`config.mk`:
```
export PLATFORM = sky130hd
export DESIGN_NAME = mul_div_unit
export DESIGN_NICKNAME = d
export VERILOG_FILES = /design/src/rtl/mul_div_unit.sv
export SDC_FILE = /design/constraint.sdc
export NUM_CORES = 1
export LEC_CHECK = 0
export ABC_AREA = 1
export ABC_CLOCK_PERIOD_IN_PS = 2470
export BUFFER_PORTS_ARGS = -buffer_cell sky130_fd_sc_hd__buf_2
export CORE_MARGIN = 5
export CORE_UTILIZATION = 35
export CTS_CLUSTER_DIAMETER = 60
export DETAILED_ROUTE_END_ITERATION = 10
export GPL_ROUTABILITY_DRIVEN = 0
export PLACE_DENSITY = 0.65
export SYNTH_ARGS = -nofsm -noshare
export SYNTH_HDL_FRONTEND = slang
export SYNTH_SLANG_ARGS = --single-unit
```
`constraint.sdc`:
```
create_clock -name clk -period 2.47 [get_ports clk]
set_input_delay 0.1235 -clock clk [delete_from_list [all_inputs] [get_ports clk]]
set_output_delay 0.1235 -clock clk [all_outputs]
set_load 0.02 [all_outputs]
```
`src/rtl/mul_div_unit.sv`:
```
// Iterative multiply/divide unit with HI/LO result registers.
// Multiplication is radix-2 shift-add and division is restoring shift-subtract, both on operand magnitudes.
module mul_div_unit #(
    parameter int unsigned WIDTH = 32
) (
    input  logic             clk,
    input  logic             rst_n,
    input  logic             start,
    input  logic [2:0]       op,
    input  logic [WIDTH-1:0] a,
    input  logic [WIDTH-1:0] b,
    input  logic             flush,
    output logic             busy,
    output logic             done,
    output logic             div_by_zero,
    output logic [WIDTH-1:0] hi,
    output logic [WIDTH-1:0] lo
);
    localparam int unsigned CW = $clog2(WIDTH);

    typedef enum logic [1:0] {IDLE, CALC, FIX, DONE} state_t;

    state_t             state, state_nxt;
    logic [CW-1:0]      cnt;
    logic [2:0]         op_r;
    logic [WIDTH-1:0]   mcand;
    logic [2*WIDTH-1:0] prod;
    logic               neg_q, neg_r;

    logic               op_ok, is_mt, is_div, sgn, a_neg, b_neg, b_zero, accept;
    logic [WIDTH-1:0]   a_mag, b_mag;
    logic [WIDTH:0]     add_sum, shifted, diff;
    logic [2*WIDTH-1:0] prod_step, mul_res;
    logic [WIDTH-1:0]   q_raw, r_raw, q_fix, r_fix;

    always_comb begin
        op_ok  = !(op[2] && op[1]);
        is_mt  = op[2] && !op[1];
        is_div = !op[2] && op[1];
        sgn    = !op[2] && !op[0];
        a_neg  = sgn && a[WIDTH-1];
        b_neg  = sgn && b[WIDTH-1];
        a_mag  = a_neg ? -a : a;
        b_mag  = b_neg ? -b : b;
        b_zero = (b == '0);
        accept = start && !flush && (state == IDLE || state == DONE) && op_ok;
    end

    // One iteration step; prod holds {accumulator, multiplier} or {remainder, dividend/quotient}.
    always_comb begin
        add_sum = {1'b0, prod[2*WIDTH-1:WIDTH]} + {1'b0, (prod[0] ? mcand : '0)};
        shifted = {prod[2*WIDTH-1:WIDTH], prod[WIDTH-1]};
        diff    = shifted - {1'b0, mcand};
        if (op_r[1]) begin
            if (diff[WIDTH])
                prod_step = {shifted[WIDTH-1:0], prod[WIDTH-2:0], 1'b0};
            else
                prod_step = {diff[WIDTH-1:0], prod[WIDTH-2:0], 1'b1};
        end else begin
            prod_step = {add_sum, prod[WIDTH-1:1]};
        end
    end

    always_comb begin
        mul_res = neg_q ? -prod : prod;
        q_raw   = prod[WIDTH-1:0];
        r_raw   = prod[2*WIDTH-1:WIDTH];
        q_fix   = neg_q ? -q_raw : q_raw;
        r_fix   = neg_r ? -r_raw : r_raw;
    end

    always_comb begin
        state_nxt = state;
        case (state)
            IDLE, DONE: begin
                state_nxt = IDLE;
                if (accept)
                    state_nxt = (is_mt || (is_div && b_zero)) ? DONE : CALC;
            end
            CALC: begin
                if (flush)
                    state_nxt = IDLE;
                else if (cnt == CW'(WIDTH - 1))
                    state_nxt = FIX;
            end
            FIX:     state_nxt = flush ? IDLE : DONE;
            default: state_nxt = IDLE;
        endcase
    end

    always_ff @(posedge clk or negedge rst_n) begin
        if (!rst_n)
            state <= IDLE;
        else
            state <= state_nxt;
    end

    always_ff @(posedge clk or negedge rst_n) begin
        if (!rst_n) begin
            cnt         <= '0;
            op_r        <= '0;
            mcand       <= '0;
            prod        <= '0;
            neg_q       <= 1'b0;
            neg_r       <= 1'b0;
            hi          <= '0;
            lo          <= '0;
            div_by_zero <= 1'b0;
        end else begin
            case (state)
                IDLE, DONE: begin
                    if (accept) begin
                        if (op == 3'b100) begin
                            hi <= a;
                        end else if (op == 3'b101) begin
                            lo <= a;
                        end else if (is_div && b_zero) begin
                            hi          <= a;
                            lo          <= '1;
                            div_by_zero <= 1'b1;
                        end else begin
                            op_r  <= op;
                            cnt   <= '0;
                            neg_q <= a_neg ^ b_neg;
                            neg_r <= a_neg;
                            mcand <= is_div ? b_mag : a_mag;
                            prod  <= {{WIDTH{1'b0}}, (is_div ? a_mag : b_mag)};
                        end
                    end
                end
                CALC: begin
                    if (!flush) begin
                        prod <= prod_step;
                        cnt  <= cnt + 1'b1;
                    end
                end
                FIX: begin
                    if (!flush) begin
                        div_by_zero <= 1'b0;
                        if (op_r[1]) begin
                            hi <= r_fix;
                            lo <= q_fix;
                        end else begin
                            hi <= mul_res[2*WIDTH-1:WIDTH];
                            lo <= mul_res[WIDTH-1:0];
                        end
                    end
                end
                default: ;
            endcase
        end
    end

    assign busy = (state == CALC) || (state == FIX);
    assign done = (state == DONE);

endmodule

```
# Yosys cells after proc, flatten, opt, wreduce, memory -nomap -nowiden
# Cells that the tools add are included.
[op_classes]
mux = 48
bitwise_logic = 4
add_sub_neg = 8
reduce_logical = 28
n_eq_ne = 17
[op_table]
columns = ["cell", "n"]
rows = [
  ["$mux 32", 19],
  ["$mux 64", 8],
  ["$neg 32->32", 4],
  ["$pmux 32 s2", 2],
  ["$pmux 64 s2", 1],
  ["$neg 64->64", 1],
  ["$add 32x32->33", 1],
  ["$sub 33x32->33", 1],
  ["$logic_not 32->1", 1],
  ["$mux 5", 5],
  ["$reduce_and 5->1", 3],
  ["$ne 2x2->1 const B", 7],
  ["$ne 3x3->1 const B", 4],
  ["$reduce_and 6->1", 2],
  ["$logic_and 1x1->1", 10],
  ["$mux 2", 5],
  ["$pmux 5 s2", 1],
  ["$eq 3x3->1 const B", 2],
  ["$pmux 2 s3", 1],
  ["$add 5x1->5 const B", 1],
  ["$eq 5x5->1 const B", 1],
  ["$logic_not 1->1", 5],
  ["$mux 1", 5],
  ["$eq 2x2->1 const B", 2],
  ["other kinds (8)", 13],
]
[totals]
register_bits = 172
word_cells = 115
in_bits = 71

# Longest topological paths before layout
# Gate-level depths: netlist (run 1).
[depth]
depth_word = 10
ltp_mapped = 22
ltp_nobuf = 20

# Least setup slack after synthesis (run 1)
# OpenSTA, ideal clock, no wires.
[synth_path]
kind = "register to register"
startpoint = "register prod[0]"
endpoint = "register prod[59]"
slack_ns = -0.067
t_arrival_ns = 2.421
n_path_buf = 2
stages_incl_launch_ff = 22
required_time_ns = 2.354
cell_sequence = "dfrtp_1 buf_2 clkbuf_1 nand2_1 inv_1 ha_1 inv_1 fa_1 inv_1 nand3_1 nand3_1 nand2_1 nand2_1 nand2_1 nand2_1 nand2_1 nand3_1 nand2_1 nor2_1 nor2_1 nand2_1 nand2_1"
[synth_between]
elab_chain_cells = 5
[synth_lines]
columns = ["item", "line_no", "rtl"]
rows = [
  ["from (decl)", "27", "logic [2*WIDTH-1:0] prod;"],
  ["from (signal assigned)", "127", "prod <= {{WIDTH{1'b0}}, (is_div ? a_mag : b_mag)};"],
  ["from (signal assigned)", "133", "prod <= prod_step;"],
  ["$mux 32", "51", "add_sum = {1'b0, prod[2*WIDTH-1:WIDTH]} + {1'b0, (prod[0] ? mcand : '0)};"],
  ["$add 32x32->33", "51", ""],
  ["$mux 64", "54", "if (op_r[1]) begin"],
  ["$mux 64", "132", "if (!flush) begin"],
  ["$pmux 64 s2", "110", "case (state)"],
]
# No other way between the ends. The select of a mux whose other input is x is not followed.
# A chain may end at the register's enable or synchronous reset.

# Final worst setup path (run 1)
[layout_path]
startpoint = "register prod[0]"
endpoint = "register prod[57]"
# The elaborated chain is that of the path after synthesis.

==> results.md, run 1 <==
Run status:
- The run finished, with violations left.
- The checks that failed: setup timing.

Critical path:
- The data required time of the critical path is 2.82 ns.
- The type of element launching the critical path is a flip-flop.
- The critical-path cell with the highest stage delay is sky130_fd_sc_hd__dfrtp_2.
- The count of buffering cells on the critical path with inverters included is 5.
- The worst setup path is captured at a flip-flop.
- Of all nets on the critical path, the largest fanout is 11.
- The critical path class is reg2reg.
- Data on the critical path arrives at its endpoint at 2.84 ns.
- The worst stage delay on the critical path is 0.49 ns.
- The signal on the critical path passes through buf_12, nand2_1, inv_1, ha_4, buf_4, nand2_2, inv_1, nand3_1, nor2_1, nand2_1, nand3_1, nand3_1, nand2_1, inv_2, nand2_1, nand2_1.
- Broken down by cell family, the worst path's largest delay share belongs to simple AND/OR/NAND/NOR gates.
- The cell that appears most often on the critical path is sky130_fd_sc_hd__nand2_1.

STA:
- The final number of max-transition violations is 0.
- The number of hold-slack violations in the final timing report is 0.
- The worst path in the final design needs a cycle of 2.495 ns, including I/O delays and setup.
- In this run the tightest slew margin relative to its limit is 49.13%.
- The number of setup violations in the final report is 2.
- Setup repair after global routing could not meet its margin everywhere.
- The measured slew at the worst slew-check pin is 0.7551 ns.
- The final cycle utilization of the critical path is 101.0%.
- The final worst setup slack is -0.02535 ns.
- On the final layout, the worst clock skew is 0.01204 ns.
- The maximum clock frequency is 400.7 MHz.

Clock network:
- Counting the buffers created by CTS gives 17.
- For this design, the sink count on the clock tree is 171.
- The library cell used as clock root buffer is sky130_fd_sc_hd__clkbuf_16.
- The clock-pin slew on the worst setup and hold paths is 0.08 ns.
- TritonCTS built the clock tree.
- The level count of the clock H-tree is 4.
- The clock latency on the worst-skew pair is 0.45 ns.
- The clock tree buffer depth is 2.

Logic synthesis:
- Summing the sequential cell areas from Yosys gives 22.15% of the chip area.
- Synthesis handed over a netlist of 3432 instances.
- The share of the synthesized area in the top cell type is 23.78%.
- Of the total synthesized cell area, the portion taken by XOR and XNOR cells is 2.584%.
- Yosys attributes the largest share of cell area to sky130_fd_sc_hd__nand2_1, sky130_fd_sc_hd__dfrtp_1, sky130_fd_sc_hd__inv_1.
- The average cell area after synthesis is 5.630 um2.
- The cell area after synthesis is 0.01932 mm2.
- Summing the areas of all compound-gate instances in the mapped netlist gives 13.48% of the synthesized area.
- The total of warnings raised by yosys is 0.
- The largest total area in the synthesized netlist belongs to sky130_fd_sc_hd__nand2_1.
- Counting flops and latches in the post-synthesis netlist gives 171.
- The number of flops mapped to enable cells by yosys is 0.
- The fraction of synthesis flops using an asynchronous set or reset pin is 100.0%.
- The main combinational cell family by area after synthesis is simple AND/OR/NAND/NOR gates.
- The most frequently used flop master after synthesis is sky130_fd_sc_hd__dfrtp_1.
- Synthesis instantiated 50 different standard cells from the library.
- The number of nets in the synthesized netlist is 3578.
- The synthesized netlist devotes 4.935% of its cell area to adder and majority cells.
- The portion of synthesized area spent on multiplexers is 0.1036%.
- After Yosys synthesis, and, or, nand and nor cells account for 44.34% of the synthesized area.

Die:
- The width of the die is 245.0 um.
- The initial standard-cell utilization of the core is 35.21%.
- The die covers 0.06000 mm2.
- After floorplanning, the core was sized to cover 0.05488 mm2.
- During I/O placement, the number of pins put on the boundary was 138.
- After floorplanning, the core was divided into 86 placement rows.
- The die is 245.0 um tall.

Layout:
- The count of fill cells added during filler insertion is 5876.
- Registers take 0.004305 mm2.
- The total area of multi-input combinational cells is 0.01357 mm2.
- In the final design database the tool counted 3878 nets.
- Excluding fillers, the count of instances in the completed layout stands at 4450.
- The synthesis-to-layout area growth is 24.86%.
- The share of final-layout standard cells stronger than drive strength 1 is 18.80%.

Power:
- The share of total power in combinational logic is 70.9%.
- The net load switching power is 15.15 mW.
- The maximum vdd ir drop is 0.6108 mV.
- The static power due to leakage is 12.59 nW.
- The internal power consumption is 12.63 mW.
- In this run the power density over the cells is 1151 mW/mm2.
- Power comes to 27.77 mW.
- The share of total power in sequential cells is 18.6%.
- The share of total power in the clock network is 10.4%.
- The switching fraction of total power is 54.53%.

Drt:
- Wires add up to 86190 um.
- The routed length per instance is 19.37 um.
- The count of antenna-violating nets left after detailed routing is 0.
- In the routed design, unresolved DRC markers number 0.
- The vias after detailed routing is 24153.
- The detailed-route vias per instance is 5.428.
- The number of iterations in the first detailed-routing pass is 6.
- The detailed router finished its first iteration with 3010 violations.

GRT:
- The number of antenna violations at the first check in global routing came to 2.
- Entering global routing, the biggest net connects 80 pins.
- The global route total overflow is 0.
- The via count of the first global-routing pass came to 21495.
- The first global-routing pass estimated 126700 um of wire.
- In the global route stage, overall resource usage came out at 27.12%.

Job:
- The max-cap violation count is 0.

Placed design:
- The total instance count after detailed placement is 4401.
- The count of input and output buffers is 137.
- The HPWL after detailed placement is 68560 um.

Worst hold path:
- The worst hold path belongs to the class in2reg.
-- through the flow --
step	cell area, um2	worst slack [ns]	hold WS [ns]	setup TNS [ns]	utilization (%)
floorplan	19320	0.03229	-0.1721	0	-
global placement	22390	-0.07427	0.1245	-0.1915	40.79
detailed placement	22390	-0.08753	0.1245	-0.6705	40.79
CTS	23080	0.005236	0.01489	0	42.07
global route	24120	-0.1622	0.03117	-1.375	43.96
finish	24120	-0.02535	0.03464	-0.03036	43.96
-- synth_stat cells (2+ instances only) --
cell type / instances
sky130_fd_sc_hd__buf_4: 10
sky130_fd_sc_hd__dfrtp_1: 171
sky130_fd_sc_hd__a21o_1: 3
sky130_fd_sc_hd__nor3_1: 37
sky130_fd_sc_hd__and2_1: 6
sky130_fd_sc_hd__inv_2: 16
sky130_fd_sc_hd__clkbuf_1: 61
sky130_fd_sc_hd__a22o_1: 2
sky130_fd_sc_hd__buf_2: 23
sky130_fd_sc_hd__clkinv_1: 4
sky130_fd_sc_hd__a21oi_2: 10
sky130_fd_sc_hd__mux2i_1: 2
sky130_fd_sc_hd__o21bai_1: 10
sky130_fd_sc_hd__o311ai_1: 3
sky130_fd_sc_hd__o31ai_1: 11
sky130_fd_sc_hd__nand2_1: 1224
sky130_fd_sc_hd__xnor2_1: 15
sky130_fd_sc_hd__o22ai_1: 3
sky130_fd_sc_hd__a31oi_1: 22
sky130_fd_sc_hd__xor2_1: 42
sky130_fd_sc_hd__or2_2: 6
sky130_fd_sc_hd__nand3_1: 336
sky130_fd_sc_hd__o21ai_0: 173
sky130_fd_sc_hd__inv_1: 460
sky130_fd_sc_hd__nor2_2: 7
sky130_fd_sc_hd__nand4_1: 39
sky130_fd_sc_hd__nor2_4: 8
sky130_fd_sc_hd__nand3_2: 6
sky130_fd_sc_hd__fa_1: 2
sky130_fd_sc_hd__nand3b_1: 17
sky130_fd_sc_hd__nand2_4: 2
sky130_fd_sc_hd__nor2_1: 349
sky130_fd_sc_hd__a21oi_1: 173
sky130_fd_sc_hd__nand2_2: 11
sky130_fd_sc_hd__ha_1: 73
sky130_fd_sc_hd__nor4_1: 3
sky130_fd_sc_hd__a21boi_1: 9
sky130_fd_sc_hd__buf_1: 15
sky130_fd_sc_hd__buf_6: 10
sky130_fd_sc_hd__o211ai_1: 18
sky130_fd_sc_hd__o21ai_1: 31
-- power by group through the flow --
stage | Sequential (mW) | Clock [mW] | Combinational (mW)
4_1_cts | 5.04 | 2.90 | 17.8
6_report | 5.18 | 2.89 | 19.7
3_5_place_dp | 5.08 | 0 | 17.6
5_1_grt | 5.28 | 3.03 | 21.3
3_3_place_gp | 5.07 | 0 | 17.5
2_1_floorplan | 5.36 | 0 | 10.5
-- layer usage --
layer	up-vias	track usage [%]	part of all wire (%)
li1	11507	-	-
met1	10992	36.91	40
met2	1402	40.54	42
met3	250	6.337	11
met4	2	13.17	6.3
met5	-	0	0.015
-- layout by cell type (no fill, tap or decap), types with 37 or more instances in the layout --
master                    netlist  layout
sky130_fd_sc_hd__nand2_2       11      39
sky130_fd_sc_hd__a21oi_2       10      38
sky130_fd_sc_hd__buf_2         23     136
sky130_fd_sc_hd__xor2_1        42      41
sky130_fd_sc_hd__nand3_1      336     326
sky130_fd_sc_hd__nand4_1       39      39
sky130_fd_sc_hd__a21oi_1      173     145
sky130_fd_sc_hd__dfrtp_1      171     152
sky130_fd_sc_hd__inv_1        460     439
sky130_fd_sc_hd__nor2_1       349     316
sky130_fd_sc_hd__buf_4         10     237
sky130_fd_sc_hd__o21ai_0      173     170
sky130_fd_sc_hd__nand2_1     1224    1188
sky130_fd_sc_hd__inv_2         16      37
-- worst reg2reg max path, delay by kind of cell (launching register included) --
family | cells | cell delay [ns]
buffers and inverters | 5 | 0.54
DFF | 1 | 0.49
and+or+nand+nor | 10 | 1.05
adders and majority gates | 1 | 0.32
-- what timing repair did --
item | 4_1_cts | 5_1_grt
setup endpoints to repair | 32 | 51
hold buffers | 3 | 0
pin swaps | 0 | 12
hold endpoints to repair | 48 | 0
resized for setup | 16 | 214
cloned | 0 | 4
setup buffers | 0 | 9
-- worst paths after layout --
path | start | to | slack (ns) | depth (start not counted)
min reg2reg | hi[10] | hi[10] | 0.48 | 2
min | a[1] | hi[1] | 0.03 | 3
max in group asynchronous | rst_n | prod[54] | 1.48 | 3
max | prod[0] | prod[57] | -0.03 | 16
max reg2reg | prod[0] | prod[57] | -0.03 | 16
min in group asynchronous | rst_n | hi[7] | 0.21 | 2
-- registers in the layout, indices dropped and copies added, names as in the netlist, 2 cells and up --
register	flops
state	2
hi	32
lo	32
mcand	32
cnt	5
prod	64
-- layout make-up --
class / instances / area share, %
flip-flops and latches: 171 / 17.85
repair buffers: 400 / 12.25
diodes: 1 / 0.01037
inverters: 481 / 7.505
clock buffers: 17 / 1.763
clock inverters: 15 / 0.7468
well taps: 704 / 3.651
multi-input cells: 2661 / 56.23
-- logic make-up (layout without fill, tap and decap cells) --
| logic type | after synthesis | count (layout) |
|---|---|---|
| XOR/XNOR | 57 | 57 |
| adder cells (fa/ha/maj) | 75 | 75 |
| flip-flops | 171 | 171 |
| AO/OA/AOI/OAI | 473 | 473 |
| AND/OR/NAND/NOR | 2054 | 2054 |
| buffers and inverters | 600 | 913 |
| multiplexers | 2 | 2 |
| other | 0 | 1 |
(Power assumes the default switching activity.)
==> run 2, diff against run 1 <==
--- a/config.mk
+++ b/config.mk
@@ -13,6 +13,7 @@
 export CTS_CLUSTER_DIAMETER = 60
 export DETAILED_ROUTE_END_ITERATION = 10
 export GPL_ROUTABILITY_DRIVEN = 0
+export MAX_ROUTING_LAYER = met4
 export PLACE_DENSITY = 0.65
 export SYNTH_ARGS = -nofsm -noshare
 export SYNTH_HDL_FRONTEND = slang
==> run 2 against run 1 <==
Against the previous run: routed wire length decreased by 0.72%; highest routed layer is now met4; fmax about the same; the run still ends with setup timing left; hold slack got worse by 0.0034 ns; non-clock buffer count decreased by 4; clock skew increased by 0.0050 ns.
==> results.md, run 2 (synthesis results as in run 1) <==
Run status:
- The flow ran to the end, but the final reports show violations.
- The final reports fail on setup timing.

STA:
- Final hold analysis gives a worst-case slack of 0.03126 ns.
- The maximum clock frequency is 401.0 MHz.
- The number of hold-slack violations in the final timing report was 0.
- Clock skew on the completed layout was measured at 0.01699 ns.
- Setup repair after global routing could not meet its margin everywhere.
- Setup slack on the critical path of the routed design comes to -0.02401 ns.
- In this run the tightest slew margin relative to its limit is 48.78%.
- In the finished design, the share of the clock period the worst path needs comes to 101.0%.
- For the pin with the worst max-slew slack, the measured transition is 0.7603 ns.
- The final number of max-transition violations came to 0.
- The final period demand of the worst path is 2.494 ns.
- Setup violations remaining at the end of the flow were counted as 1.
- The sum of negative setup slack is -0.02401 ns.

Worst hold path:
- The path with the worst hold slack has its endpoint at hi[1].
- The class of the tightest hold or removal check is in2reg.
- In this run the most critical hold path is launched from a[1].
- The worst hold path passes through 3 cells.

Clock network:
- The clock net in this run drives a total of 171 sinks.
- For the worst-skew pair, the clock arrives at the later sink with an insertion delay of 0.46 ns.
- Buffers inserted during clock tree synthesis total 17.
- TritonCTS built the clock tree.
- The level count of the clock H-tree is 4.
- The tree is rooted in a sky130_fd_sc_hd__clkbuf_16.
- The clock tree buffer depth is 2.
- Clock-pin slew was measured on the worst setup and hold paths at 0.08 ns.

Critical path:
- The worst setup path is of the reg2reg kind.
- In this run the critical register-to-register path is captured at prod[59].
- The arrival time of data at the critical path endpoint is 2.89 ns.
- Counting cells, the worst reg-to-reg path comes to 14.
- The worst register-to-register path begins at prod[0].
- The setup slack of the worst register-to-register path is -0.02 ns.
- The data required time of the critical path is 2.87 ns.
- In this run the worst path has a maximum fanout of 11.
- The worst setup path is captured at a flip-flop.
- STA classifies the critical path startpoint as a flip-flop.

GRT:
- The via count of the first global-routing pass came to 21487.
- The most used routing layer in global routing is met2.
- In the global route stage, met1 resource usage came out at 37.01%.
- Entering global routing, the biggest net connects 80 pins.
- For this run the aggregate overflow at the end of global routing stands at 0.
- The fraction of met2 tracks used by global routing is 40.49%.
- In the global route stage, met3 resource usage came out at 6.087%.
- The overall routing resource usage is 27.90%.
- The first global-routing pass estimated 126700 um of wire.
- The number of antenna violations at the first check in global routing is 2.

Die:
- For this configuration, the core starts out at a cell density of 35.21%.
- Measured along the y axis, the die boundary spans 245.0 um.
- The initialized floorplan defines 86 standard-cell rows.
- The boundary pin count is 138.
- From left edge to right edge, the die measures 245.0 um.
- The floorplan die area is 0.06000 mm2.
- The region available for standard cell placement spans 0.05488 mm2.

Layout:
- Ranked by flip-flop count, first place goes to prod.
- Measured on the finished design, the core utilization comes to 43.52%.
- The count of fill cells added during filler insertion is 5890.
- The register with the most flip-flops in the layout has 64 of them.
- The most frequent standard cell in the layout excluding fill and tap cells is sky130_fd_sc_hd__nand2_1.
- After routing the design area is 0.02388 mm2.
- The top cell types in the final layout, fill and taps aside, are sky130_fd_sc_hd__nand2_1, sky130_fd_sc_hd__inv_1, sky130_fd_sc_hd__nand3_1.
- The final cell count without fillers is 4447.
- The register area is 0.004302 mm2.
- In the final layout, the multi-input gates occupy 0.01335 mm2.
- The total number of nets in the final design is 3874.
- The synthesis-to-layout area growth is 23.60%.
- In the final layout, the share of cells above drive strength 1 is 17.64%.

Drt:
- The vias after detailed routing is 24084.
- In the routed design, unresolved DRC markers number 0.
- The total length of routed wires is 85580 um.
- The detailed router finished its first iteration with 3040 violations.
- The count of antenna-violating nets left after detailed routing is 0.
- The first detailed-routing pass ran for 6 iterations.
- Dividing the detail-routed wire length by the instance count gives 19.24 um.
- In the routed layout, each cell is associated on average with a via count of 5.416.

Power:
- The switching fraction of total power is 54.56%.
- The share of total power in sequential cells is 18.9%.
- Combinational logic is responsible for 70.5% of the overall power.
- The completed layout was analyzed and its total power is 27.38 mW.
- Dividing total power by cell area gives a power density of 1147 mW/mm2.
- Internal power comes to 12.44 mW.
- The maximum vdd ir drop is 0.6105 mV.
- The static power due to leakage is 12.52 nW.
- The net load switching power is 14.94 mW.
- The share of total power in the clock network is 10.6%.

Placed design:
- The placement-stage cell area is 0.02239 mm2.
- Once detailed placement completed, the half-perimeter wirelength came to 68560 um.
- The count of input and output buffers is 137.
- The number of placed instances, taps included, is 4401.
- The post-placement worst setup slack is -0.08753 ns.

Job:
- The max-cap violation count is 0.
[run 2: cell types whose count changed in the layout (fill, tap and decap cells not counted), sizes merged]
cell,change
buf,-4
diode,+1
[run 2: layout make-up]
class | instances | share of cell area [%]
Sequential cell | 171 | 18.01
Clock buffer | 17 | 1.781
Inverter | 481 | 7.581
Timing Repair Buffer | 396 | 12.24
Multi-Input combinational cell | 2661 | 55.92
Tap cell | 704 | 3.688
Antenna cell | 2 | 0.02096
Clock inverter | 15 | 0.7544
[run 2: per-layer routing]
layer  part of all wire, %  vias up
met5                     0        -
met4                   6.3        0
met3                    11      253
met2                    42     1415
met1                    40    10914
li1                      -    11502
[run 2: power groups by stage]
stage / Sequential, mW / Clock, mW / Combinational [mW]
final: 5.18 / 2.89 / 19.3
after global routing: 5.27 / 3.02 / 20.9
after CTS: 5.04 / 2.90 / 17.8
after detailed placement: 5.08 / 0 / 17.6
after global placement: 5.07 / 0 / 17.5
after floorplan: 5.36 / 0 / 10.5
[run 2: critical path: stages (launching register included)]
cell	delay (ns)
sky130_fd_sc_hd__dfrtp_2	0.49
sky130_fd_sc_hd__clkbuf_16	0.20
sky130_fd_sc_hd__nand2_1	0.06
sky130_fd_sc_hd__inv_1	0.09
sky130_fd_sc_hd__ha_2	0.43
sky130_fd_sc_hd__nand2_2	0.14
sky130_fd_sc_hd__nor2_2	0.15
sky130_fd_sc_hd__nand2_1	0.08
sky130_fd_sc_hd__nor3_1	0.14
sky130_fd_sc_hd__nand2_1	0.12
sky130_fd_sc_hd__a21oi_2	0.16
sky130_fd_sc_hd__nor2_2	0.05
sky130_fd_sc_hd__nor2_2	0.18
sky130_fd_sc_hd__nand2_1	0.09
sky130_fd_sc_hd__nand2_1	0.06
[run 2: timing repair]
action / CTS / global route
hold endpoints to repair: 48 / 0
gates resized for setup: 16 / 166
hold buffers: 3 / 0
pin swaps: 0 / 11
cloned: 0 / 4
endpoints found under the setup margin: 32 / 51
buffers inserted: 0 / 5
[run 2: worst max path at each step]
stage	startpoint	end	slack, ns	depth (start not counted)
floorplan	prod[0]	prod[59]	0.03	21
global placement	prod[0]	prod[63]	-0.07	16
detailed placement	mcand[0]	prod[59]	-0.09	19
CTS	mcand[0]	prod[59]	0.005	19
global route	prod[0]	prod[62]	-0.16	15
finish	prod[0]	prod[59]	-0.02	14
